`src/rtl/mem_arbiter_if.sv`:
```
`default_nettype none
// ==========================================================================
// mem_arbiter_if : port C (core), port D (DMA) and RAM signal bundle. Rev 1.0
// ==========================================================================
interface mem_arbiter_if;
  // Port C (cpu core)
  logic [31:0] cpu_addr;
  logic [31:0] cpu_wdata;
  logic        cpu_rstrb;
  logic [3:0]  cpu_wstrb;
  logic [31:0] cpu_rdata;
  // Port D (DMA / boot loader)
  logic        dma_req;
  logic        dma_we;
  logic [31:0] dma_addr;
  logic [31:0] dma_wdata;
  logic [3:0]  dma_wstrb;
  logic        dma_gnt;
  logic        dma_rvalid;
  logic [31:0] dma_rdata;
  logic        dma_starve;
  // RAM side
  logic [31:0] m_addr;
  logic [31:0] m_wdata;
  logic        m_rstrb;
  logic [3:0]  m_wstrb;
  logic [31:0] m_rdata;

  modport slave (
    input  cpu_addr, cpu_wdata, cpu_rstrb, cpu_wstrb,
    output cpu_rdata,
    input  dma_req, dma_we, dma_addr, dma_wdata, dma_wstrb,
    output dma_gnt, dma_rvalid, dma_rdata, dma_starve,
    output m_addr, m_wdata, m_rstrb, m_wstrb,
    input  m_rdata
  );

  modport master (
    output cpu_addr, cpu_wdata, cpu_rstrb, cpu_wstrb,
    input  cpu_rdata,
    output dma_req, dma_we, dma_addr, dma_wdata, dma_wstrb,
    input  dma_gnt, dma_rvalid, dma_rdata, dma_starve,
    input  m_addr, m_wdata, m_rstrb, m_wstrb,
    output m_rdata
  );
endinterface
`default_nettype wire

```
`src/rtl/mem_arbiter.sv`:
```
`default_nettype none
// ==========================================================================
// mem_arbiter : core-priority RAM arbiter with idle-cycle DMA port. Rev 1.0
// Optional MEM_ARB_STATS_EN adds stat_dma_grants / stat_conflicts counters.
// ==========================================================================
module mem_arbiter #(
  parameter int GUARD_CYC    = 1,
  parameter int STARVE_LIMIT = 64,
  parameter int CNT_W        = 16
) (
  input  logic          clk,
  input  logic          rst,
  mem_arbiter_if.slave  arb
`ifdef MEM_ARB_STATS_EN
  ,
  output logic [CNT_W-1:0] stat_dma_grants,
  output logic [CNT_W-1:0] stat_conflicts
`endif
);

  localparam int              GW         = (GUARD_CYC > 1) ? $clog2(GUARD_CYC + 1) : 1;
  localparam logic [GW-1:0]   GUARD_LOAD = GW'(GUARD_CYC);
  localparam logic [GW-1:0]   GUARD_ONE  = GW'(1);
  localparam logic [CNT_W-1:0] CNT_MAX   = '1;
  localparam logic [CNT_W-1:0] CNT_ONE   = CNT_W'(1);
  localparam logic [CNT_W-1:0] STARVE_TH = CNT_W'(STARVE_LIMIT);

  typedef enum logic [1:0] {
    ST_IDLE  = 2'd0,
    ST_GUARD = 2'd1,
    ST_DRD   = 2'd2
  } state_e;

  state_e           state_q, state_d;
  logic [GW-1:0]    guard_q, guard_d;
  logic             rvalid_q, rvalid_d;
  logic [CNT_W-1:0] wait_q, wait_d;

  logic cpu_act;
  logic dma_gnt;
  logic rd_gnt;

  always_comb begin
    cpu_act = arb.cpu_rstrb | (|arb.cpu_wstrb);
    // Reads in GUARD would collide with the core's data still in the RAM output register.
    dma_gnt = arb.dma_req & ~cpu_act & ~((state_q == ST_GUARD) & ~arb.dma_we) & ~rst;
    rd_gnt  = dma_gnt & ~arb.dma_we;
  end

  always_comb begin
    arb.m_addr  = arb.cpu_addr;
    arb.m_wdata = arb.cpu_wdata;
    arb.m_rstrb = 1'b0;
    arb.m_wstrb = 4'h0;
    if (cpu_act) begin
      arb.m_rstrb = arb.cpu_rstrb;
      arb.m_wstrb = arb.cpu_wstrb;
    end else if (dma_gnt) begin
      arb.m_addr  = arb.dma_addr;
      arb.m_wdata = arb.dma_wdata;
      arb.m_rstrb = ~arb.dma_we;
      arb.m_wstrb = arb.dma_we ? arb.dma_wstrb : 4'h0;
    end
  end

  always_comb begin
    state_d  = ST_IDLE;
    guard_d  = '0;
    rvalid_d = rd_gnt;
    if (arb.cpu_rstrb) begin
      if (GUARD_CYC > 0) begin
        state_d = ST_GUARD;
        guard_d = GUARD_LOAD;
      end
    end else if (rd_gnt) begin
      state_d = ST_DRD;
    end else if ((state_q == ST_GUARD) && (guard_q > GUARD_ONE)) begin
      state_d = ST_GUARD;
      guard_d = guard_q - GUARD_ONE;
    end
  end

  always_comb begin
    wait_d = '0;
    if (arb.dma_req && !dma_gnt) begin
      wait_d = (wait_q == CNT_MAX) ? wait_q : wait_q + CNT_ONE;
    end
  end

  always_ff @(posedge clk) begin
    if (rst) begin
      state_q  <= ST_IDLE;
      guard_q  <= '0;
      rvalid_q <= 1'b0;
      wait_q   <= '0;
    end else begin
      state_q  <= state_d;
      guard_q  <= guard_d;
      rvalid_q <= rvalid_d;
      wait_q   <= wait_d;
    end
  end

  always_comb begin
    arb.cpu_rdata  = arb.m_rdata;
    arb.dma_gnt    = dma_gnt;
    // A read granted just before reset is discarded; port D reissues it.
    arb.dma_rvalid = rvalid_q & ~rst;
    arb.dma_rdata  = arb.m_rdata;
    arb.dma_starve = (wait_q >= STARVE_TH);
  end

`ifdef MEM_ARB_STATS_EN
  logic [CNT_W-1:0] grants_q, grants_d;
  logic [CNT_W-1:0] conflicts_q, conflicts_d;

  always_comb begin
    grants_d    = grants_q;
    conflicts_d = conflicts_q;
    if (dma_gnt && (grants_q != CNT_MAX)) begin
      grants_d = grants_q + CNT_ONE;
    end
    if (cpu_act && arb.dma_req && (conflicts_q != CNT_MAX)) begin
      conflicts_d = conflicts_q + CNT_ONE;
    end
  end

  always_ff @(posedge clk) begin
    if (rst) begin
      grants_q    <= '0;
      conflicts_q <= '0;
    end else begin
      grants_q    <= grants_d;
      conflicts_q <= conflicts_d;
    end
  end

  assign stat_dma_grants = grants_q;
  assign stat_conflicts  = conflicts_q;
`endif

endmodule
`default_nettype wire

```
`src/flat_wrapper.sv`:
```
// flat-port wrapper written by rule: the top's interface ports become plain ports
module mem_arbiter_flat 
#(
  parameter int GUARD_CYC    = 1,
  parameter int STARVE_LIMIT = 64,
  parameter int CNT_W        = 16
)
  (clk, rst, arb_cpu_addr, arb_cpu_wdata, arb_cpu_rstrb, arb_cpu_wstrb, arb_cpu_rdata, arb_dma_req, arb_dma_we, arb_dma_addr, arb_dma_wdata, arb_dma_wstrb, arb_dma_gnt, arb_dma_rvalid, arb_dma_rdata, arb_dma_starve, arb_m_addr, arb_m_wdata, arb_m_rstrb, arb_m_wstrb, arb_m_rdata);
  mem_arbiter_if arb_i ();
  input  logic clk;
  input  logic rst;
  input wire logic [$bits(arb_i.cpu_addr)-1:0] arb_cpu_addr;
  input wire logic [$bits(arb_i.cpu_wdata)-1:0] arb_cpu_wdata;
  input wire logic [$bits(arb_i.cpu_rstrb)-1:0] arb_cpu_rstrb;
  input wire logic [$bits(arb_i.cpu_wstrb)-1:0] arb_cpu_wstrb;
  output wire logic [$bits(arb_i.cpu_rdata)-1:0] arb_cpu_rdata;
  input wire logic [$bits(arb_i.dma_req)-1:0] arb_dma_req;
  input wire logic [$bits(arb_i.dma_we)-1:0] arb_dma_we;
  input wire logic [$bits(arb_i.dma_addr)-1:0] arb_dma_addr;
  input wire logic [$bits(arb_i.dma_wdata)-1:0] arb_dma_wdata;
  input wire logic [$bits(arb_i.dma_wstrb)-1:0] arb_dma_wstrb;
  output wire logic [$bits(arb_i.dma_gnt)-1:0] arb_dma_gnt;
  output wire logic [$bits(arb_i.dma_rvalid)-1:0] arb_dma_rvalid;
  output wire logic [$bits(arb_i.dma_rdata)-1:0] arb_dma_rdata;
  output wire logic [$bits(arb_i.dma_starve)-1:0] arb_dma_starve;
  output wire logic [$bits(arb_i.m_addr)-1:0] arb_m_addr;
  output wire logic [$bits(arb_i.m_wdata)-1:0] arb_m_wdata;
  output wire logic [$bits(arb_i.m_rstrb)-1:0] arb_m_rstrb;
  output wire logic [$bits(arb_i.m_wstrb)-1:0] arb_m_wstrb;
  input wire logic [$bits(arb_i.m_rdata)-1:0] arb_m_rdata;
  assign arb_i.cpu_addr = arb_cpu_addr;
  assign arb_i.cpu_wdata = arb_cpu_wdata;
  assign arb_i.cpu_rstrb = arb_cpu_rstrb;
  assign arb_i.cpu_wstrb = arb_cpu_wstrb;
  assign arb_cpu_rdata = arb_i.cpu_rdata;
  assign arb_i.dma_req = arb_dma_req;
  assign arb_i.dma_we = arb_dma_we;
  assign arb_i.dma_addr = arb_dma_addr;
  assign arb_i.dma_wdata = arb_dma_wdata;
  assign arb_i.dma_wstrb = arb_dma_wstrb;
  assign arb_dma_gnt = arb_i.dma_gnt;
  assign arb_dma_rvalid = arb_i.dma_rvalid;
  assign arb_dma_rdata = arb_i.dma_rdata;
  assign arb_dma_starve = arb_i.dma_starve;
  assign arb_m_addr = arb_i.m_addr;
  assign arb_m_wdata = arb_i.m_wdata;
  assign arb_m_rstrb = arb_i.m_rstrb;
  assign arb_m_wstrb = arb_i.m_wstrb;
  assign arb_i.m_rdata = arb_m_rdata;
  mem_arbiter #(.GUARD_CYC(GUARD_CYC), .STARVE_LIMIT(STARVE_LIMIT), .CNT_W(CNT_W)) u_core (.clk(clk), .rst(rst), .arb(arb_i));
endmodule
```
`config.mk`:
```
export PLATFORM = sky130hd
export DESIGN_NAME = mem_arbiter_flat
export DESIGN_NICKNAME = d
export VERILOG_FILES = /design/src/rtl/mem_arbiter_if.sv /design/src/rtl/mem_arbiter.sv /design/src/flat_wrapper.sv
export SDC_FILE = /design/constraint.sdc
export NUM_CORES = 1
export LEC_CHECK = 0
export CAP_MARGIN = 10
export CORE_AREA = 4 4 119 121
export DETAILED_ROUTE_END_ITERATION = 6
export DIE_AREA = 0 0 123 125
export GPL_TIMING_DRIVEN = 1
export PLACE_DENSITY_LB_ADDON = 0.12
export SLEW_MARGIN = 20
export SYNTH_ARGS = -nofsm -noshare
export SYNTH_HDL_FRONTEND = slang
export SYNTH_SLANG_ARGS = --single-unit
```
`constraint.sdc`:
```
create_clock -name clk -period 4.53 [get_ports clk]
set_input_delay 1.1325 -clock clk [delete_from_list [all_inputs] [get_ports clk]]
set_output_delay 1.1325 -clock clk [all_outputs]
set_load 0.01 [all_outputs]
```
==> impl_metrics.py, run 1 <==
metrics = {
    "power_and_ir_drop": {
        "p_int_uw": 446,
        "pwr-share-seq_pct": 28.7,
        "power_uw": 590,
        "p_sw_share_pct": 24.4,
        "p_sw_uw": 144,
        "clkPwrFrac_pct": 32.3,
        "p_comb_share_pct": 38.9,
        "ir_drop_v": 0.000112,
        "pwr_density_cell_nw_per_um2": 138,
        "power.leakage_nw": 1.63,
    },
    "synth": {
        "synth_fp_nets": 426,
        "synthXorXnorAreaFrac_pct": 0.390,
        "ys_seq_area_share_pct": 16.9,
        "synth_top_family_by_area": "multiplexers",
        "synth.top_cells.by_area": "mux2_1 32%, buf_4 22%, dfxtp_1 17%",
        "synth_cell_types": 34,
        "synth-seq-cells": 19,
        "ys_warn_count": 0,
        "synth_edf_count": 0,
        "synth_top_area_share_pct": 32.1,
        "synth_fa_ha_area_share_pct": 1.11,
        "synth-main-ff-cell": "dfxtp_1",
        "synth_compound_area_share_pct": 7.97,
        "netlist_area_sq_um": 2240,
        "synthArstFlopShare_pct": 0,
        "synth_mux_area_share_pct": 33.0,
        "yosys.area_share.simple_pct": 14.3,
        "yosys.area.top_type": "mux2_1",
        "syn_avg_cell_area_sq_um": 8.94,
        "netlist_instances": 251,
    },
    "clock_tree": {
        "clk_pin_slew_ps": 60,
        "ctsHoldBuffers": 0,
        "cts_max_path_buffers": 2,
        "clk_latency_ps": 260,
        "cts_buffers": 3,
        "cts_root_buf": "clkbuf_16",
        "cts_tree": "built",
        "cts.sinks": 19,
        "h-tree-depth": 1,
    },
    "sta": {
        "setup_violations": 0,
        "setup_slack_ps": 44.8,
        "max_slew_margin_pct": 45.9,
        "rsz0062_at_grt": "true",
        "max_freq_mhz": 223,
        "fin_crit_sh_pct": 99.0,
        "fin_skew_ps": 2.67,
        "worstMarginPinSlew_ps": 804,
        "final-hold-violation-count": 0,
        "drv_slew": 0,
        "whs_ps": 503,
        "period_needed_ps": 4490,
    },
    "routing": {
        "via_count": 2437,
        "drt-total-wl_um": 11300,
        "viasPerCell": 4.10,
        "wl_per_cell_um": 19.0,
        "drc": 0,
        "route.met2.wl_um": 5740,
        "first_pass_iters": 4,
        "top_layer": "met5",
        "drt_iter0_drc": 46,
        "drt-met1-wl_um": 4210,
        "met3_length_um": 1190,
        "ant_nets": 0,
    },
    "floorplanning": {
        "fp-row-count": 42,
        "core_area_sq_um": 13100,
        "ioPinCount": 309,
        "die_area_sq_um": 15400,
        "die_y_um": 125,
        "die_w_um": 123,
        "start_util_pct": 17.2,
    },
    "final_layout": {
        "fin_nets": 595,
        "drive_gt1_share_pct": 18.9,
        "area_growth_pct": 90.5,
        "finalNonFillerCells": 595,
        "antennaDiodeCount": 0,
    },
    "placed_design": {
        "pre_cts_ws_ps": -600,
        "port_buffers": 212,
        "dp_hpwl_um": 9440,
        "routabilityCongestion": 0.772,
        "dp.cells": 580,
    },
    "critical_path": {
        "path_class": "input port to primary output",
        "crit_path_end_kind": "primary output",
        "r2r_slack_ps": 2470,
        "cp_max_fo": 7,
        "cp_data_arrival_time_ps": 3350,
        "cp-start-kind": "input port",
        "required_ps": 3400,
    },
    "grt": {
        "antenna_found_initial": 1,
        "grt_pass1_wl_um": 15900,
        "grt_pass1_vias": 2533,
        "grt_max_degree": 17,
        "track_usage_pct": 13.6,
        "grt_overflow": 0,
    },
    "hold_path": {
        "holdCritPathClass": "flip-flop to flip-flop",
    },
    "run_status": {
        "status": "completed",
    },
    "run": {
        "cap_viol_max_count": 0,
    },
}
==> flip-flops by register name (all words and copies together) (netlist names) <==
name             cells
u_core.wait_q       16
u_core.guard_q       1
u_core.rvalid_q      1
u_core.state_q       1
==> critical path, stage by stage <==
cell           delay, ps
buf_6                 90
or4_4                520
a211o_1              290
nor3b_4              210
buf_6                140
buf_12               100
bufbuf_16            250
mux2_1               310
dlygate4sd2_1        300
==> cell usage after synthesis, types with 3 or more instances <==
master and instances:
o31ai_1 4, or4_1 5, o21ai_0 4, a21oi_1 7, dfxtp_1 19, nand3_1 8, nor2b_1 3, nand2_1 7
buf_6 7, nor4_1 3, a31o_1 4, nor2_1 11, nor3_1 5, nand4_1 3, inv_1 5, or3_1 4
mux2_1 64, buf_4 65, a31oi_1 3
==> per-stage QoR <==
| step | utilization (%) | setup TNS, ps | instance area (sq um) |
|---|---|---|---|
| global route | 32.7 | -49.6 | 4280 |
| CTS | 33.6 | -909 | 4400 |
| floorplan | - | 0 | 2240 |
| detailed placement | 31.8 | -34230 | 4160 |
| finish | 32.7 | 0 | 4280 |
| global placement | 31.8 | -33140 | 4160 |
==> final cells by class <==
type	count	area (sq um)
Tap cell	176	220
Fill cell	1380	8810
Timing Repair Buffer	237	2270
Clock buffer	3	75.1
Sequential cell	19	380
Multi-Input combinational cell	154	1300
Clock inverter	1	7.51
Inverter	5	18.8
==> cells by family (layout without fill, tap and decap cells) <==
logic type               Yosys count  in the layout
XOR/XNOR                           1              1
AO/OA/AOI/OAI                     27             27
multiplexers                      66             66
adder cells (fa/ha/maj)            2              2
flip-flops                        19             19
AND/OR/NAND/NOR                   58             58
buffers and inverters             78            246
==> power by group through the flow <==
| stage | clock (mW) | sequential (mW) | combinational (mW) |
|---|---|---|---|
| 5_1_grt | 0.204 | 0.170 | 0.245 |
| 6_report | 0.191 | 0.170 | 0.230 |
| 4_1_cts | 0.197 | 0.170 | 0.237 |
| 3_5_place_dp | 0 | 0.173 | 0.253 |
| 2_1_floorplan | 0 | 0.173 | 0.111 |
| 3_3_place_gp | 0 | 0.173 | 0.254 |
==> per-layer routing <==
metal / track usage (%) / vias to the layer above
li1: - / 1177
met1: 14.7 / 1097
met2: 25.7 / 143
met3: 4.07 / 18
met4: 2.61 / 2
met5: 0 / -
==> cells in the final DEF (no fill, tap or decap), types with 2 or more instances in the layout <==
| cell type | instances |
|---|---|
| mux2_4 | 3 |
| o31ai_1 | 4 |
| inv_1 | 5 |
| nor4_1 | 3 |
| a31oi_1 | 3 |
| buf_6 | 11 |
| dfxtp_1 | 19 |
| buf_12 | 8 |
| nor3_1 | 5 |
| a211oi_1 | 2 |
| clkdlybuf4s50_1 | 139 |
| ha_1 | 2 |
| nor2_1 | 11 |
| or4_1 | 4 |
| nand2_1 | 7 |
| clkdlybuf4s15_2 | 2 |
| clkdlybuf4s15_1 | 15 |
| clkbuf_16 | 3 |
| nand4_1 | 3 |
| or3_1 | 4 |
| nor2b_1 | 3 |
| and2_1 | 2 |
| buf_4 | 8 |
| dlygate4sd2_1 | 15 |
| a31o_1 | 4 |
| a21oi_1 | 7 |
| mux2i_1 | 2 |
| clkbuf_2 | 15 |
| nand3_1 | 8 |
| buf_2 | 22 |
| o21ai_0 | 4 |
| and4_1 | 2 |
| mux2_1 | 60 |
==> timing repair <==
item | CTS | global route
gates cloned | 3 | 0
pin swaps | 0 | 2
setup endpoints to repair | 70 | 52
resized for setup | 179 | 46
buffers inserted | 9 | 2
==> worst paths after layout <==
| path | startpoint | cells after the start | to |
|---|---|---|---|
| setup / recovery | arb_cpu_wstrb[0] | 9 | arb_m_addr[17] |
| hold reg to reg | u_core.wait_q[11]$_SDFFE_PP0P_ | 2 | u_core.wait_q[11]$_SDFFE_PP0P_ |
| hold / removal | u_core.wait_q[11]$_SDFFE_PP0P_ | 2 | u_core.wait_q[11]$_SDFFE_PP0P_ |
| setup reg to reg | u_core.wait_q[1]$_SDFFE_PP0P_ | 5 | u_core.wait_q[1]$_SDFFE_PP0P_ |
No activity file was read; power rests on OpenSTA's default activity.
==> run 2, diff against run 1 <==
--- a/config.mk
+++ b/config.mk
@@ -7,6 +7,7 @@
 export LEC_CHECK = 0
 export CAP_MARGIN = 10
 export CORE_AREA = 4 4 119 121
+export CTS_CLUSTER_DIAMETER = 120
 export DETAILED_ROUTE_END_ITERATION = 6
 export DIE_AREA = 0 0 123 125
 export GPL_TIMING_DRIVEN = 1
==> results of run 2 <==
The final DEF is identical to that of run 1; final timing and power are the same.
==> run 3, diff against run 2 <==
--- a/config.mk
+++ b/config.mk
@@ -12,6 +12,7 @@
 export DIE_AREA = 0 0 123 125
 export GPL_TIMING_DRIVEN = 1
 export PLACE_DENSITY_LB_ADDON = 0.12
+export SETUP_SLACK_MARGIN = 0.4
 export SLEW_MARGIN = 20
 export SYNTH_ARGS = -nofsm -noshare
 export SYNTH_HDL_FRONTEND = slang
==> run 3 against run 2 <==
Against the previous run:
- the flow now finishes with violations (setup timing)
- fmax is 1.1% lower
- final area is 19% higher
- final cell count is 4.5% higher
- clock skew hardly changed
- sequential power hardly changed
- largest power group unchanged
==> impl_metrics.py, run 3 (same netlist as run 1, synthesis figures left out) <==
metrics = {
    "routing": {
        "drt-total-wl_um": 12000,
        "via_count": 2566,
        "drt_iter0_drc": 44,
        "first_pass_iters": 4,
        "ant_nets": 0,
        "viasPerCell": 4.13,
        "drc": 0,
        "wl_per_cell_um": 19.4,
    },
    "critical_path": {
        "path_class": "input port to primary output",
        "cp-start-kind": "input port",
        "cp_data_arrival_time_ps": 3400,
        "cp_num_buf_inv": 9,
        "required_ps": 3400,
        "cp_slowest_cell": "or4_4",
        "crit_top_cell": "buf_6",
        "crit_path_max_incr_delay_ps": 520,
        "critPathTopFamily": "buffers and inverters",
        "cp_max_fo": 7,
        "crit_path_cell_trace": "buf_6 > or4_4 > a211o_1 > nor3b_4 > buf_6 > buf_12 > buf_12 > buf_6 > buf_6 > buf_6 > buf_16 > mux2_4 > buf_6",
        "crit_path_end_kind": "primary output",
        "r2r_slack_ps": 2480,
    },
    "sta": {
        "rsz0062_at_grt": "true",
        "setup_slack_ps": -3.48,
        "whs_ps": 503,
        "drv_slew": 0,
        "setup_violations": 2,
        "fin_skew_ps": 2.76,
        "max_freq_mhz": 221,
        "fin_crit_sh_pct": 100,
        "period_needed_ps": 4530,
        "worstMarginPinSlew_ps": 793,
        "final-hold-violation-count": 0,
        "max_slew_margin_pct": 46.7,
    },
    "floorplanning": {
        "die_w_um": 123,
        "ioPinCount": 309,
        "fp-row-count": 42,
        "die_area_sq_um": 15400,
        "start_util_pct": 17.2,
        "core_area_sq_um": 13100,
        "die_y_um": 125,
    },
    "final_layout": {
        "area_growth_pct": 127,
        "fin_nets": 622,
        "nFillCells": 1313,
        "ff_latch_area_sq_um": 380,
        "regMostFlops": "u_core.wait_q",
        "multiInputGateArea_sq_um": 1530,
        "largest_reg_flops": 16,
        "drive_gt1_share_pct": 44.2,
        "layout_common_cells": "138 x clkdlybuf4s50_1, 84 x buf_6, 64 x mux2_4",
        "layout_commonest_cell": "clkdlybuf4s50_1",
        "antennaDiodeCount": 0,
    },
    "clock_tree": {
        "cts_max_path_buffers": 2,
        "ctsHoldBuffers": 0,
        "h-tree-depth": 1,
        "cts.sinks": 19,
        "clk_pin_slew_ps": 60,
        "cts_tree": "built",
        "cts_buffers": 3,
        "clk_latency_ps": 260,
        "cts_root_buf": "clkbuf_16",
    },
    "grt": {
        "grt_pass1_wl_um": 16900,
        "antenna_found_initial": 1,
        "grt_pass1_vias": 2709,
        "grt_max_degree": 17,
        "track_usage_pct": 14.3,
        "grt_overflow": 0,
    },
    "placed_design": {
        "dp_hpwl_um": 9440,
        "port_buffers": 212,
        "routabilityCongestion": 0.772,
    },
    "hold_path": {
        "holdCritPathClass": "flip-flop to flip-flop",
    },
    "power_and_ir_drop": {
        "ir_drop_v": 0.000112,
        "power.leakage_nw": 2.08,
        "pwr_density_cell_nw_per_um2": 129,
        "power_uw": 660,
    },
    "run_status": {
        "status": "finished, violations left",
        "violations": "setup timing",
    },
    "run": {
        "cap_viol_max_count": 0,
    },
}
==> run 3: cell count changes in the layout (fill, tap and decap cells not counted), moves of 2 or more <==
cell / change
buf_6: +73
mux2_4: +61
mux2_1: -60
buf_2: -18
clkdlybuf4s15_1: -15
dlygate4sd2_1: -15
clkbuf_2: -14
buf_4: +9
buf_8: +6
buf_16: +3
buf_12: +2
clkdlybuf4s15_2: -2
==> run 3: final timing paths <==
path	cells after the start	startpoint	to
setup / recovery	13	arb_cpu_rstrb	arb_m_wdata[5]
setup reg to reg	5	u_core.wait_q[1]$_SDFFE_PP0P_	u_core.wait_q[1]$_SDFFE_PP0P_
hold / removal	2	u_core.wait_q[11]$_SDFFE_PP0P_	u_core.wait_q[11]$_SDFFE_PP0P_
hold reg to reg	2	u_core.wait_q[11]$_SDFFE_PP0P_	u_core.wait_q[11]$_SDFFE_PP0P_
==> run 3: layer usage <==
metal	GRT usage [%]	wire, um	part of all wire (%)
met4	2.74	112	0.93
met5	0	14	0.12
met2	27.3	6360	53
met1	15.4	4350	36
met3	4.07	1210	10
==> run 3: layout make-up <==
| type | count | share of cell area (%) |
|---|---|---|
| Timing Repair Buffer | 264 | 56.2 |
| Multi-Input combinational cell | 154 | 30.0 |
| Inverter | 5 | 0.368 |
| Sequential cell | 19 | 7.46 |
| Clock inverter | 1 | 0.147 |
| Tap cell | 176 | 4.32 |
| Clock buffer | 3 | 1.47 |
==> run 3: worst register-to-register path, stage by stage (launching register included) <==
cell and delay (ps):
dfxtp_1 380, ha_1 250, nand4_1 210, nor4_2 770
mux2i_1 260, nor2_1 50
==> run 3: through the flow <==
stage | worst slack (ps) | TNS (ps) | cells | instance area, sq um | utilization (%)
6_report | -3.48 | -3.84 | 622 | 5100 | 39.0
5_1_grt | -48.5 | -302 | 622 | 5100 | 39.0
4_1_cts | -10.9 | -52.0 | 611 | 4970 | 38.0
3_5_place_dp | -600 | -34230 | 580 | 4160 | 31.8
3_3_place_gp | -567 | -33140 | 580 | 4160 | 31.8
2_1_floorplan | 589 | 0 | 251 | 2240 | -
==> run 3: power breakdown <==
group | switching [mW] | internal, mW | leakage [nW]
sequential | 0.00109 | 0.169 | 0.154
clock | 0.0717 | 0.120 | 0.0371
combinational | 0.0845 | 0.215 | 1.89
total | 0.157 | 0.503 | 2.08
==> run 3: what timing repair did <==
action	in CTS	in global routing
gates cloned	3	0
setup buffers	24	11
pin swaps	4	3
setup endpoints to repair	70	69
gates resized for setup	474	12
hold endpoints to repair	0	0
